==> config.mk <==
export PLATFORM = sky130hd
export DESIGN_NAME = evr_drp_arbiter
export DESIGN_NICKNAME = d
export VERILOG_FILES = /design/src/rtl/evr_drp_arbiter.sv
export SDC_FILE = /design/constraint.sdc
export NUM_CORES = 1
export LEC_CHECK = 0
export CAP_MARGIN = 15
export CORE_MARGIN = 3
export CORE_UTILIZATION = 40
export CTS_CLUSTER_SIZE = 8
export DETAILED_ROUTE_END_ITERATION = 8
export HOLD_SLACK_MARGIN = 0.12
export PLACE_DENSITY = 0.68
export SKIP_CTS_REPAIR_TIMING = 1
export SLEW_MARGIN = 20
export SYNTH_ARGS = -nofsm -noshare
export SYNTH_HDL_FRONTEND = slang
export SYNTH_SLANG_ARGS = --single-unit
==> constraint.sdc <==
create_clock -name drp_clk -period 2.2 [get_ports drp_clk]
set_input_delay 0.22 -clock drp_clk [delete_from_list [all_inputs] [get_ports drp_clk]]
set_output_delay 0.22 -clock drp_clk [all_outputs]
set_load 0.005 [all_outputs]
==> src/rtl/evr_drp_arbiter.sv <==
// evr_drp_arbiter: shares the single MGT DRP port between requester A (host
// register bridge) and requester B (auto-configuration / eye-scan sequencer).
//
// Requester handshake: x_den is a one-cycle strobe that is accepted only while
// x_busy is low, and {x_dwe, x_daddr, x_di} are sampled with it. Every accepted
// request is answered by exactly one x_drdy pulse carrying x_do; x_timeout
// pulses with x_drdy when the MGT never answered. x_busy rises the cycle after
// the strobe and falls the cycle after x_drdy. A strobe seen while x_busy is
// high is dropped silently.
module evr_drp_arbiter #(
  parameter int unsigned TIMEOUT_CYCLES = 255,
  parameter logic [15:0] TIMEOUT_DATA   = 16'hFFFF
) (
  input  logic        drp_clk,
  input  logic        reset_n,
  // requester A
  input  logic        a_den,
  input  logic        a_dwe,
  input  logic [8:0]  a_daddr,
  input  logic [15:0] a_di,
  output logic [15:0] a_do,
  output logic        a_drdy,
  output logic        a_timeout,
  output logic        a_busy,
  // requester B
  input  logic        b_den,
  input  logic        b_dwe,
  input  logic [8:0]  b_daddr,
  input  logic [15:0] b_di,
  output logic [15:0] b_do,
  output logic        b_drdy,
  output logic        b_timeout,
  output logic        b_busy,
  // MGT DRP pins
  output logic        drp_den,
  output logic        drp_dwe,
  output logic [8:0]  drp_daddr,
  output logic [15:0] drp_di,
  input  logic [15:0] drp_do,
  input  logic        drp_drdy,
  // error reporting
  output logic [7:0]  timeout_count,
  output logic        timeout_sticky
);

  typedef enum logic [1:0] {
    S_IDLE  = 2'd0,
    S_ISSUE = 2'd1,
    S_WAIT  = 2'd2,
    S_DONE  = 2'd3
  } state_t;

  localparam logic       OWN_A        = 1'b0;
  localparam logic       OWN_B        = 1'b1;
  localparam logic [7:0] TIMEOUT_LOAD = 8'(TIMEOUT_CYCLES);

  state_t      state_q, state_d;

  // request slots
  logic        pend_a_q, pend_a_d;
  logic        pend_b_q, pend_b_d;
  logic        slot_a_dwe_q, slot_a_dwe_d;
  logic [8:0]  slot_a_daddr_q, slot_a_daddr_d;
  logic [15:0] slot_a_di_q, slot_a_di_d;
  logic        slot_b_dwe_q, slot_b_dwe_d;
  logic [8:0]  slot_b_daddr_q, slot_b_daddr_d;
  logic [15:0] slot_b_di_q, slot_b_di_d;

  // arbitration and timeout
  logic        owner_q, owner_d;
  logic        last_grant_q, last_grant_d;
  logic [7:0]  cnt_q, cnt_d;

  // registered outputs
  logic        drp_den_q, drp_den_d;
  logic        drp_dwe_q, drp_dwe_d;
  logic [8:0]  drp_daddr_q, drp_daddr_d;
  logic [15:0] drp_di_q, drp_di_d;
  logic [15:0] a_do_q, a_do_d;
  logic        a_drdy_q, a_drdy_d;
  logic        a_timeout_q, a_timeout_d;
  logic [15:0] b_do_q, b_do_d;
  logic        b_drdy_q, b_drdy_d;
  logic        b_timeout_q, b_timeout_d;
  logic [7:0]  timeout_count_q, timeout_count_d;
  logic        timeout_sticky_q, timeout_sticky_d;

  // transaction finish decoded in WAIT
  logic        fin;
  logic        fin_abort;
  logic [15:0] fin_data;

  // Next-state, arbitration, request capture and output decode.
  always_comb begin
    state_d          = state_q;
    pend_a_d         = pend_a_q;
    pend_b_d         = pend_b_q;
    slot_a_dwe_d     = slot_a_dwe_q;
    slot_a_daddr_d   = slot_a_daddr_q;
    slot_a_di_d      = slot_a_di_q;
    slot_b_dwe_d     = slot_b_dwe_q;
    slot_b_daddr_d   = slot_b_daddr_q;
    slot_b_di_d      = slot_b_di_q;
    owner_d          = owner_q;
    last_grant_d     = last_grant_q;
    cnt_d            = cnt_q;
    drp_den_d        = 1'b0;
    drp_dwe_d        = 1'b0;
    drp_daddr_d      = drp_daddr_q;
    drp_di_d         = drp_di_q;
    a_do_d           = 16'h0000;
    a_drdy_d         = 1'b0;
    a_timeout_d      = 1'b0;
    b_do_d           = 16'h0000;
    b_drdy_d         = 1'b0;
    b_timeout_d      = 1'b0;
    timeout_count_d  = timeout_count_q;
    timeout_sticky_d = timeout_sticky_q;
    fin              = 1'b0;
    fin_abort        = 1'b0;
    fin_data         = 16'h0000;

    case (state_q)
      S_IDLE: begin
        if (pend_a_q || pend_b_q) begin
          // last_grant only moves on a genuine tie, so a lone requester
          // does not disturb the round-robin order for the next tie.
          if (pend_a_q && pend_b_q) begin
            owner_d      = ~last_grant_q;
            last_grant_d = ~last_grant_q;
          end else begin
            owner_d = pend_b_q ? OWN_B : OWN_A;
          end
          state_d   = S_ISSUE;
          drp_den_d = 1'b1;
          if (owner_d == OWN_B) begin
            drp_dwe_d   = slot_b_dwe_q;
            drp_daddr_d = slot_b_daddr_q;
            drp_di_d    = slot_b_di_q;
          end else begin
            drp_dwe_d   = slot_a_dwe_q;
            drp_daddr_d = slot_a_daddr_q;
            drp_di_d    = slot_a_di_q;
          end
        end
      end
      S_ISSUE: begin
        cnt_d   = TIMEOUT_LOAD;
        state_d = S_WAIT;
      end
      S_WAIT: begin
        // drdy is tested first so it wins over a coincident expiry
        if (drp_drdy) begin
          fin      = 1'b1;
          fin_data = drp_do;
        end else if (cnt_q == 8'd0) begin
          fin       = 1'b1;
          fin_abort = 1'b1;
          fin_data  = TIMEOUT_DATA;
        end else begin
          cnt_d = cnt_q - 8'd1;
        end
      end
      S_DONE: begin
        if (owner_q == OWN_B) begin
          pend_b_d = 1'b0;
        end else begin
          pend_a_d = 1'b0;
        end
        state_d = S_IDLE;
      end
      default: state_d = S_IDLE;
    endcase

    if (fin) begin
      state_d = S_DONE;
      if (owner_q == OWN_B) begin
        b_drdy_d    = 1'b1;
        b_do_d      = fin_data;
        b_timeout_d = fin_abort;
      end else begin
        a_drdy_d    = 1'b1;
        a_do_d      = fin_data;
        a_timeout_d = fin_abort;
      end
      if (fin_abort) begin
        timeout_sticky_d = 1'b1;
        if (timeout_count_q != 8'hFF) begin
          timeout_count_d = timeout_count_q + 8'd1;
        end
      end
    end

    // pending stays high through DONE, so a strobe can never collide with
    // the owner's clear above
    if (a_den && !pend_a_q) begin
      pend_a_d       = 1'b1;
      slot_a_dwe_d   = a_dwe;
      slot_a_daddr_d = a_daddr;
      slot_a_di_d    = a_di;
    end
    if (b_den && !pend_b_q) begin
      pend_b_d       = 1'b1;
      slot_b_dwe_d   = b_dwe;
      slot_b_daddr_d = b_daddr;
      slot_b_di_d    = b_di;
    end
  end

  // FSM state register.
  always_ff @(posedge drp_clk or negedge reset_n) begin
    if (!reset_n) begin
      state_q <= S_IDLE;
    end else begin
      state_q <= state_d;
    end
  end

  // Slots, arbitration state, timeout counter and all registered outputs.
  always_ff @(posedge drp_clk or negedge reset_n) begin
    if (!reset_n) begin
      pend_a_q         <= 1'b0;
      pend_b_q         <= 1'b0;
      slot_a_dwe_q     <= 1'b0;
      slot_a_daddr_q   <= 9'h000;
      slot_a_di_q      <= 16'h0000;
      slot_b_dwe_q     <= 1'b0;
      slot_b_daddr_q   <= 9'h000;
      slot_b_di_q      <= 16'h0000;
      owner_q          <= OWN_A;
      last_grant_q     <= OWN_B;
      cnt_q            <= 8'd0;
      drp_den_q        <= 1'b0;
      drp_dwe_q        <= 1'b0;
      drp_daddr_q      <= 9'h000;
      drp_di_q         <= 16'h0000;
      a_do_q           <= 16'h0000;
      a_drdy_q         <= 1'b0;
      a_timeout_q      <= 1'b0;
      b_do_q           <= 16'h0000;
      b_drdy_q         <= 1'b0;
      b_timeout_q      <= 1'b0;
      timeout_count_q  <= 8'd0;
      timeout_sticky_q <= 1'b0;
    end else begin
      pend_a_q         <= pend_a_d;
      pend_b_q         <= pend_b_d;
      slot_a_dwe_q     <= slot_a_dwe_d;
      slot_a_daddr_q   <= slot_a_daddr_d;
      slot_a_di_q      <= slot_a_di_d;
      slot_b_dwe_q     <= slot_b_dwe_d;
      slot_b_daddr_q   <= slot_b_daddr_d;
      slot_b_di_q      <= slot_b_di_d;
      owner_q          <= owner_d;
      last_grant_q     <= last_grant_d;
      cnt_q            <= cnt_d;
      drp_den_q        <= drp_den_d;
      drp_dwe_q        <= drp_dwe_d;
      drp_daddr_q      <= drp_daddr_d;
      drp_di_q         <= drp_di_d;
      a_do_q           <= a_do_d;
      a_drdy_q         <= a_drdy_d;
      a_timeout_q      <= a_timeout_d;
      b_do_q           <= b_do_d;
      b_drdy_q         <= b_drdy_d;
      b_timeout_q      <= b_timeout_d;
      timeout_count_q  <= timeout_count_d;
      timeout_sticky_q <= timeout_sticky_d;
    end
  end

  assign drp_den        = drp_den_q;
  assign drp_dwe        = drp_dwe_q;
  assign drp_daddr      = drp_daddr_q;
  assign drp_di         = drp_di_q;
  assign a_do           = a_do_q;
  assign a_drdy         = a_drdy_q;
  assign a_timeout      = a_timeout_q;
  assign a_busy         = pend_a_q;
  assign b_do           = b_do_q;
  assign b_drdy         = b_drdy_q;
  assign b_timeout      = b_timeout_q;
  assign b_busy         = pend_b_q;
  assign timeout_count  = timeout_count_q;
  assign timeout_sticky = timeout_sticky_q;

endmodule

==> impl_metrics.csv, run 1 <==
group,metric,value,unit
global_routing,grt_antenna_before_repair,1,
placement,placed_area,7280,sq um
hold_path,hold_class,"in2async",
worst_setup_path,r2r_slack,0.25,ns
die,coreArea,13300,sq um
worst_setup_path,cp-start-kind,"register",
timing,hold_viol,0,
global_routing,first_global_vias,3955,
yosys,ys.flop_type,"dfrtp_1",
worst_setup_path,worst-setup-path-type,"reg2reg",
yosys,synth_edf_count,0,
yosys,synth_cell_types,41,
routing,post-route-drc-count,0,
routing,vias,3840,
power_and_ir_drop,p_sw,2920,uW
routing,top_layer,"met5",
worst_setup_path,arrival,2.28,ns
placement,place_ws,0.181,ns
placement,hpwl,8770,microns
die,io_pins,147,
yosys,ys_ff_latch,138,
routing,wl,12900,microns
cells_and_area,n_antenna_cell,0,
global_routing,grt_use_total,17.4,%
cells_and_area,drive_gt1_share,18.1,%
routing,drtIter0Drc,221,
timing,relSlewSlack,60.7,%
timing,setup_viol,0,
cells_and_area,finalInstanceArea,7900,sq um
timing,final_max_slew_viol_count,0,
placement,gp_congestion,0.829,
worst_setup_path,cp_max_fo,17,
cells_and_area,area_growth,43.2,%
timing,worstMarginPinSlew,0.587,ns
power_and_ir_drop,power.density,1280,nW/um^2
timing,fin_crit_sh,88.6,%
worst_setup_path,cp.required,2.53,ns
clock_tree,cts_tree,"yes",
outcome,status,"finished clean",
clock_tree,cts_made_buffers,17,
routing,wire_per_inst,16.6,microns
routing,wl_met1,5530,microns
worst_setup_path,r2r-end,"b_do[15]",
cells_and_area,nNetsFinal,670,
die,dieArea,15200,sq um
routing,vias_per_cell,4.94,
global_routing,grt_max_degree,53,
timing,finalClockSkew,0.00861,ns
timing,fin_setup_tns,0,ns
timing,fin_crit,1.95,ns
clock_tree,cts.sinks,138,
worst_setup_path,r2r-start,"cnt_q[0]",
power_and_ir_drop,clkPwrFrac,28.6,%
yosys,synth_warnings,0,
routing,wl_met2,5940,microns
yosys,synthArstFlopShare,100,%
routing,dr_wl_met3,1200,microns
timing,setup_slack,0.252,ns
clock_tree,ctsHtreeMaxLevel,4,
die,die_w,123,microns
routing,first_pass_iters,4,
yosys,yosysSeqAreaShare,62.6,%
placement,port_buffers,146,
yosys,synthesis.nets,512,
clock_tree,max-clock-path-buffers,2,
die,fp.dieH,123,microns
worst_setup_path,crit_path_end_kind,"register",
run,drv_cap,0,
global_routing,grt_overflow,0,
timing,max_freq,0.513,GHz
power_and_ir_drop,pwr-share-comb,32.2,%
clock_tree,clk_pin_slew_worst_paths,0.05,ns
global_routing,grt_pass1_wl,20100,microns
power_and_ir_drop,p_leak,0.00350,uW
power_and_ir_drop,irDropWorstVdd,0.628,mV
yosys,synthCells,432,
power_and_ir_drop,internal-power,7230,uW
yosys,syn_avg_cell_area,12.8,sq um
routing,ant_nets,0,
yosys,syn_area,5520,sq um
die,num_rows,42,
clock_tree,cts-root-buf,"clkbuf_16",
cells_and_area,nFillCells,1075,
timing,rsz0062_at_grt,"no",
power_and_ir_drop,seqPwrFrac,39.2,%
power_and_ir_drop,swShare,28.8,%
clock_tree,clock_latency,0.42,ns
worst_setup_path,r2r_cells,6,
die,start_util,41.3,%
## kinds of logic (layout without fill, tap and decap cells)
| group | Yosys count | in the layout | share of synthesized area [%] |
|---|---|---|---|
| muxes | 84 | 84 | 16.5 |
| and+or+nand+nor | 125 | 125 | 11.3 |
| buffers and inverters | 27 | 197 | 2.04 |
| AOI/OAI and AO/OA | 45 | 45 | 5.06 |
| adders and majority gates | 7 | 7 | 1.59 |
| DFF | 138 | 138 | 62.6 |
| xor gates and xnor gates | 6 | 6 | 0.952 |
## metal layers
metal | global-route usage, % | up-vias
met4 | 6.99 | 2
met5 | 0 | -
met1 | 21.8 | 1888
met2 | 26.8 | 134
met3 | 7.18 | 19
li1 | - | 1797
## power by group through the flow
| stage | combinational (uW) | sequential, uW | clock, uW |
|---|---|---|---|
| floorplan | 1890 | 3910 | 0 |
| global placement | 3240 | 3950 | 0 |
| detailed placement | 3330 | 4030 | 0 |
| CTS | 3340 | 3990 | 2970 |
| global route | 3610 | 4090 | 3090 |
| finish | 3270 | 3980 | 2900 |
## area by class of cell
cell class	count	area (sq um)	area share (%)
clock inverter	6	111	1.41
sequential	138	3450	43.7
multi-input combinational	267	1980	25.1
tap	176	220	2.79
inverter	8	30.0	0.380
timing repair buffer	158	1610	20.3
clock buffer	25	495	6.27
## worst max-delay path by stage
stage,from,to,slack [ns],depth (start not counted)
floorplan,state_q[0],cnt_q[7],0.27,6
global placement,cnt_q[0],timeout_count[6],0.23,6
detailed placement,cnt_q[0],timeout_count[6],0.18,6
CTS,cnt_q[0],timeout_count[6],0.15,6
global route,cnt_q[0],b_do[15],0.13,6
finish,cnt_q[0],b_do[15],0.25,6
## registers in the layout, summed over array words and instances (netlist names), 2 cells and up
name,cells
drp_di,16
cnt_q,8
timeout_count,8
slot_b_di_q,16
drp_daddr,9
a_do,16
b_do,16
slot_b_daddr_q,9
slot_a_daddr_q,9
slot_a_di_q,16
state_q,2
## per-stage QoR
step / utilization (%) / cells / hold WS (ns) / total power, uW
2_1_floorplan: - / 432 / -0.0756 / 5800
3_3_place_gp: 54.5 / 746 / 0.176 / 7190
3_5_place_dp: 54.5 / 746 / 0.183 / 7350
4_1_cts: 59.1 / 777 / -0.270 / 10300
5_1_grt: 59.2 / 778 / 0.318 / 10800
6_report: 59.2 / 778 / 0.301 / 10200
## cell usage in the layout, fill, tap and decap left out, types with 2 or more instances in the layout
master / count
clkdlybuf4s50_1: 145
dfrtp_1: 137
mux2_2: 54
nor2_1: 44
mux2i_1: 30
nand2_1: 30
o21ai_0: 28
nor2b_1: 18
clkbuf_16: 17
inv_1: 8
ha_1: 7
buf_4: 7
a31oi_1: 6
nor3_1: 5
xor2_1: 5
nand2b_1: 4
nand3_1: 4
clkbuf_1: 4
clkbuf_8: 4
buf_12: 4
a21oi_1: 3
nor4_1: 3
bufinv_16: 3
o211ai_4: 2
and2b_2: 2
a211oi_1: 2
nor2b_2: 2
## synthesized netlist by cell type, types with 2 or more instances
library cell | n | area, sq um
dfrtp_1 | 137 | 3430
mux2_2 | 54 | 608
nor2_1 | 44 | 165
mux2i_1 | 30 | 300
nand2_1 | 30 | 113
o21ai_0 | 28 | 140
nor2b_1 | 20 | 125
clkbuf_1 | 8 | 30.0
inv_1 | 8 | 30.0
ha_1 | 7 | 87.6
a31oi_1 | 6 | 37.5
buf_2 | 6 | 30.0
nor3_1 | 5 | 25.0
xor2_1 | 5 | 43.8
buf_1 | 4 | 15.0
nand2b_1 | 4 | 25.0
nand3_1 | 4 | 20.0
a21oi_1 | 3 | 15.0
nor4_1 | 3 | 18.8
a211oi_1 | 2 | 15.0
and2b_2 | 2 | 17.5
nor3b_1 | 2 | 15.0
o211ai_4 | 2 | 42.5
## critical path: stages, from the launching register on
cell and delay, ns:
dfrtp_1 0.40, inv_1 0.09, ha_1 0.18, or3b_2 0.50, nor2_4 0.25, o211ai_4 0.25
nor2_1 0.20
Note: power is estimated with default switching activity, not from simulation.
==> inputs of run 2 (changes only) <==
Settings changed: CORE_UTILIZATION 40 to 48, CTS_CLUSTER_SIZE 8 to 12, PLACE_DENSITY 0.68 to 0.79.
==> run 2 against run 1 <==
Compared with the run above: critical path depth stayed put; highest routed layer is now met4; flip-flop and latch count stayed put; first-iteration DRC count is 28% lower; non-clock buffer count stayed put; routed wire length is 1.1% lower.
==> impl_metrics.csv, run 2 (same netlist as run 1, synthesis figures left out) <==
group,metric,value,unit
timing,fin_crit_sh,89.1,%
worst_setup_path,cp_max_fo,4,
timing,finalClockSkew,0.0119,ns
worst_setup_path,cp-start-kind,"register",
cells_and_area,n_antenna_cell,0,
clock_tree,max-clock-path-buffers,2,
clock_tree,clock_latency,0.41,ns
clock_tree,clk_pin_slew_worst_paths,0.06,ns
worst_setup_path,arrival,2.24,ns
placement,gp_congestion,0.796,
die,io_pins,147,
global_routing,grt_max_degree,53,
global_routing,grt_pass1_wl,20800,microns
power_and_ir_drop,p_leak,0.00352,uW
timing,relSlewSlack,63.8,%
routing,wire_per_inst,17.2,microns
worst_setup_path,cp.required,2.48,ns
timing,worstMarginPinSlew,0.540,ns
routing,ant_nets,0,
timing,setup_viol,0,
global_routing,grt_use_total,20.6,%
routing,vias_per_cell,5.19,
global_routing,grt_antenna_before_repair,0,
routing,first_pass_iters,4,
timing,max_freq,0.510,GHz
die,die_w,113,microns
die,start_util,50.0,%
power_and_ir_drop,power.density,1320,nW/um^2
clock_tree,cts_made_buffers,17,
clock_tree,cts_tree,"yes",
cells_and_area,nNetsFinal,670,
routing,wl,12700,microns
routing,post-route-drc-count,0,
global_routing,first_global_vias,4156,
power_and_ir_drop,fin_total_pwr,10400,uW
worst_setup_path,worst-setup-path-type,"reg2reg",
timing,rsz0062_at_grt,"no",
clock_tree,cts-root-buf,"clkbuf_16",
die,dieArea,12800,sq um
placement,port_buffers,146,
cells_and_area,drive_gt1_share,18.6,%
timing,hold_ws,0.332,ns
timing,final_max_slew_viol_count,0,
timing,fin_crit,1.96,ns
hold_path,hold_class,"in2async",
power_and_ir_drop,irDropWorstVdd,0.657,mV
global_routing,grt_overflow,0,
timing,hold_viol,0,
run,drv_cap,0,
die,fp.dieH,113,microns
placement,place_inst,710,
worst_setup_path,crit_path_end_kind,"register",
die,coreArea,11000,sq um
cells_and_area,layout_commonest_cell,"clkdlybuf4s50_1",
placement,hpwl,8630,microns
cells_and_area,area_growth,43.3,%
cells_and_area,final_cell_mix,"145 x clkdlybuf4s50_1, 137 x dfrtp_1, 54 x mux2_2",
routing,vias,3853,
outcome,status,"finished clean",
clock_tree,ctsHtreeMaxLevel,4,
clock_tree,cts.sinks,138,
cells_and_area,final_cells,743,
timing,fin_setup_tns,0,ns
die,num_rows,38,
routing,drtIter0Drc,159,
[run 2: cell count changes in the layout (fill, tap and decap cells not counted)]
| cell | change |
|---|---|
| bufinv_16 | +1 |
| buf_4 | -1 |
| inv_6 | +2 |
| clkbuf_1 | -2 |
| buf_12 | +1 |
[run 2: final timing paths]
path / cells past startpoint / endpoint / slack (ns) / from
min in group drp_clk: 3 / b_busy / 0.42 / b_den
max in group asynchronous: 3 / slot_a_di_q[0] / 1.16 / reset_n
worst min-delay path: 2 / slot_b_daddr_q[2] / 0.33 / reset_n
worst min register to register: 2 / drp_di[13] / 0.48 / drp_di[13]
worst max-delay path: 6 / cnt_q[7] / 0.24 / state_q[0]
worst max register to register: 6 / cnt_q[7] / 0.24 / state_q[0]
[run 2: metal layers]
layer / vias to the layer above / global-route usage (%) / routed length, microns
met3: 15 / 6.79 / 1030
met4: 0 / 6.49 / 131
met1: 1913 / 26.5 / 5540
met5: - / 0 / 0
met2: 133 / 33.2 / 6050
li1: 1792 / - / -
[run 2: layout make-up]
| type | instances | area (sq um) |
|---|---|---|
| Multi-Input combinational cell | 267 | 1980 |
| Clock inverter | 9 | 159 |
| Sequential cell | 138 | 3450 |
| Fill cell | 772 | 3120 |
| Timing Repair Buffer | 158 | 1620 |
| Tap cell | 140 | 175 |
| Inverter | 8 | 30.0 |
| Clock buffer | 23 | 488 |
[run 2: power by group]
part / switching [uW] / leakage [uW] / internal [uW]
Combinational: 1430 / 0.00149 / 1900
Sequential: 534 / 0.00172 / 3460
Clock: 1050 / 0.000314 / 2030
[run 2: per-stage QoR]
| step | utilization (%) | worst slack [ns] | instance area (sq um) |
|---|---|---|---|
| after floorplan | - | 0.270 | 5520 |
| after global placement | 65.7 | 0.213 | 7250 |
| after detailed placement | 65.7 | 0.144 | 7250 |
| after CTS | 71.6 | 0.0925 | 7890 |
| after global routing | 71.7 | 0.0935 | 7910 |
| final | 71.7 | 0.241 | 7910 |
[run 2: worst max-delay path: stages (launching register included)]
cell and delay, ns:
dfrtp_1 0.41, inv_1 0.10, ha_1 0.19, or4b_1 0.49, or3_1 0.36, a21oi_1 0.18
o31ai_1 0.09
==> inputs of run 3 (changes only) <==
Settings changed: CAP_MARGIN 15 to unset.
==> results of run 3 <==
Final layout, timing and power as in run 2 (identical DEF).
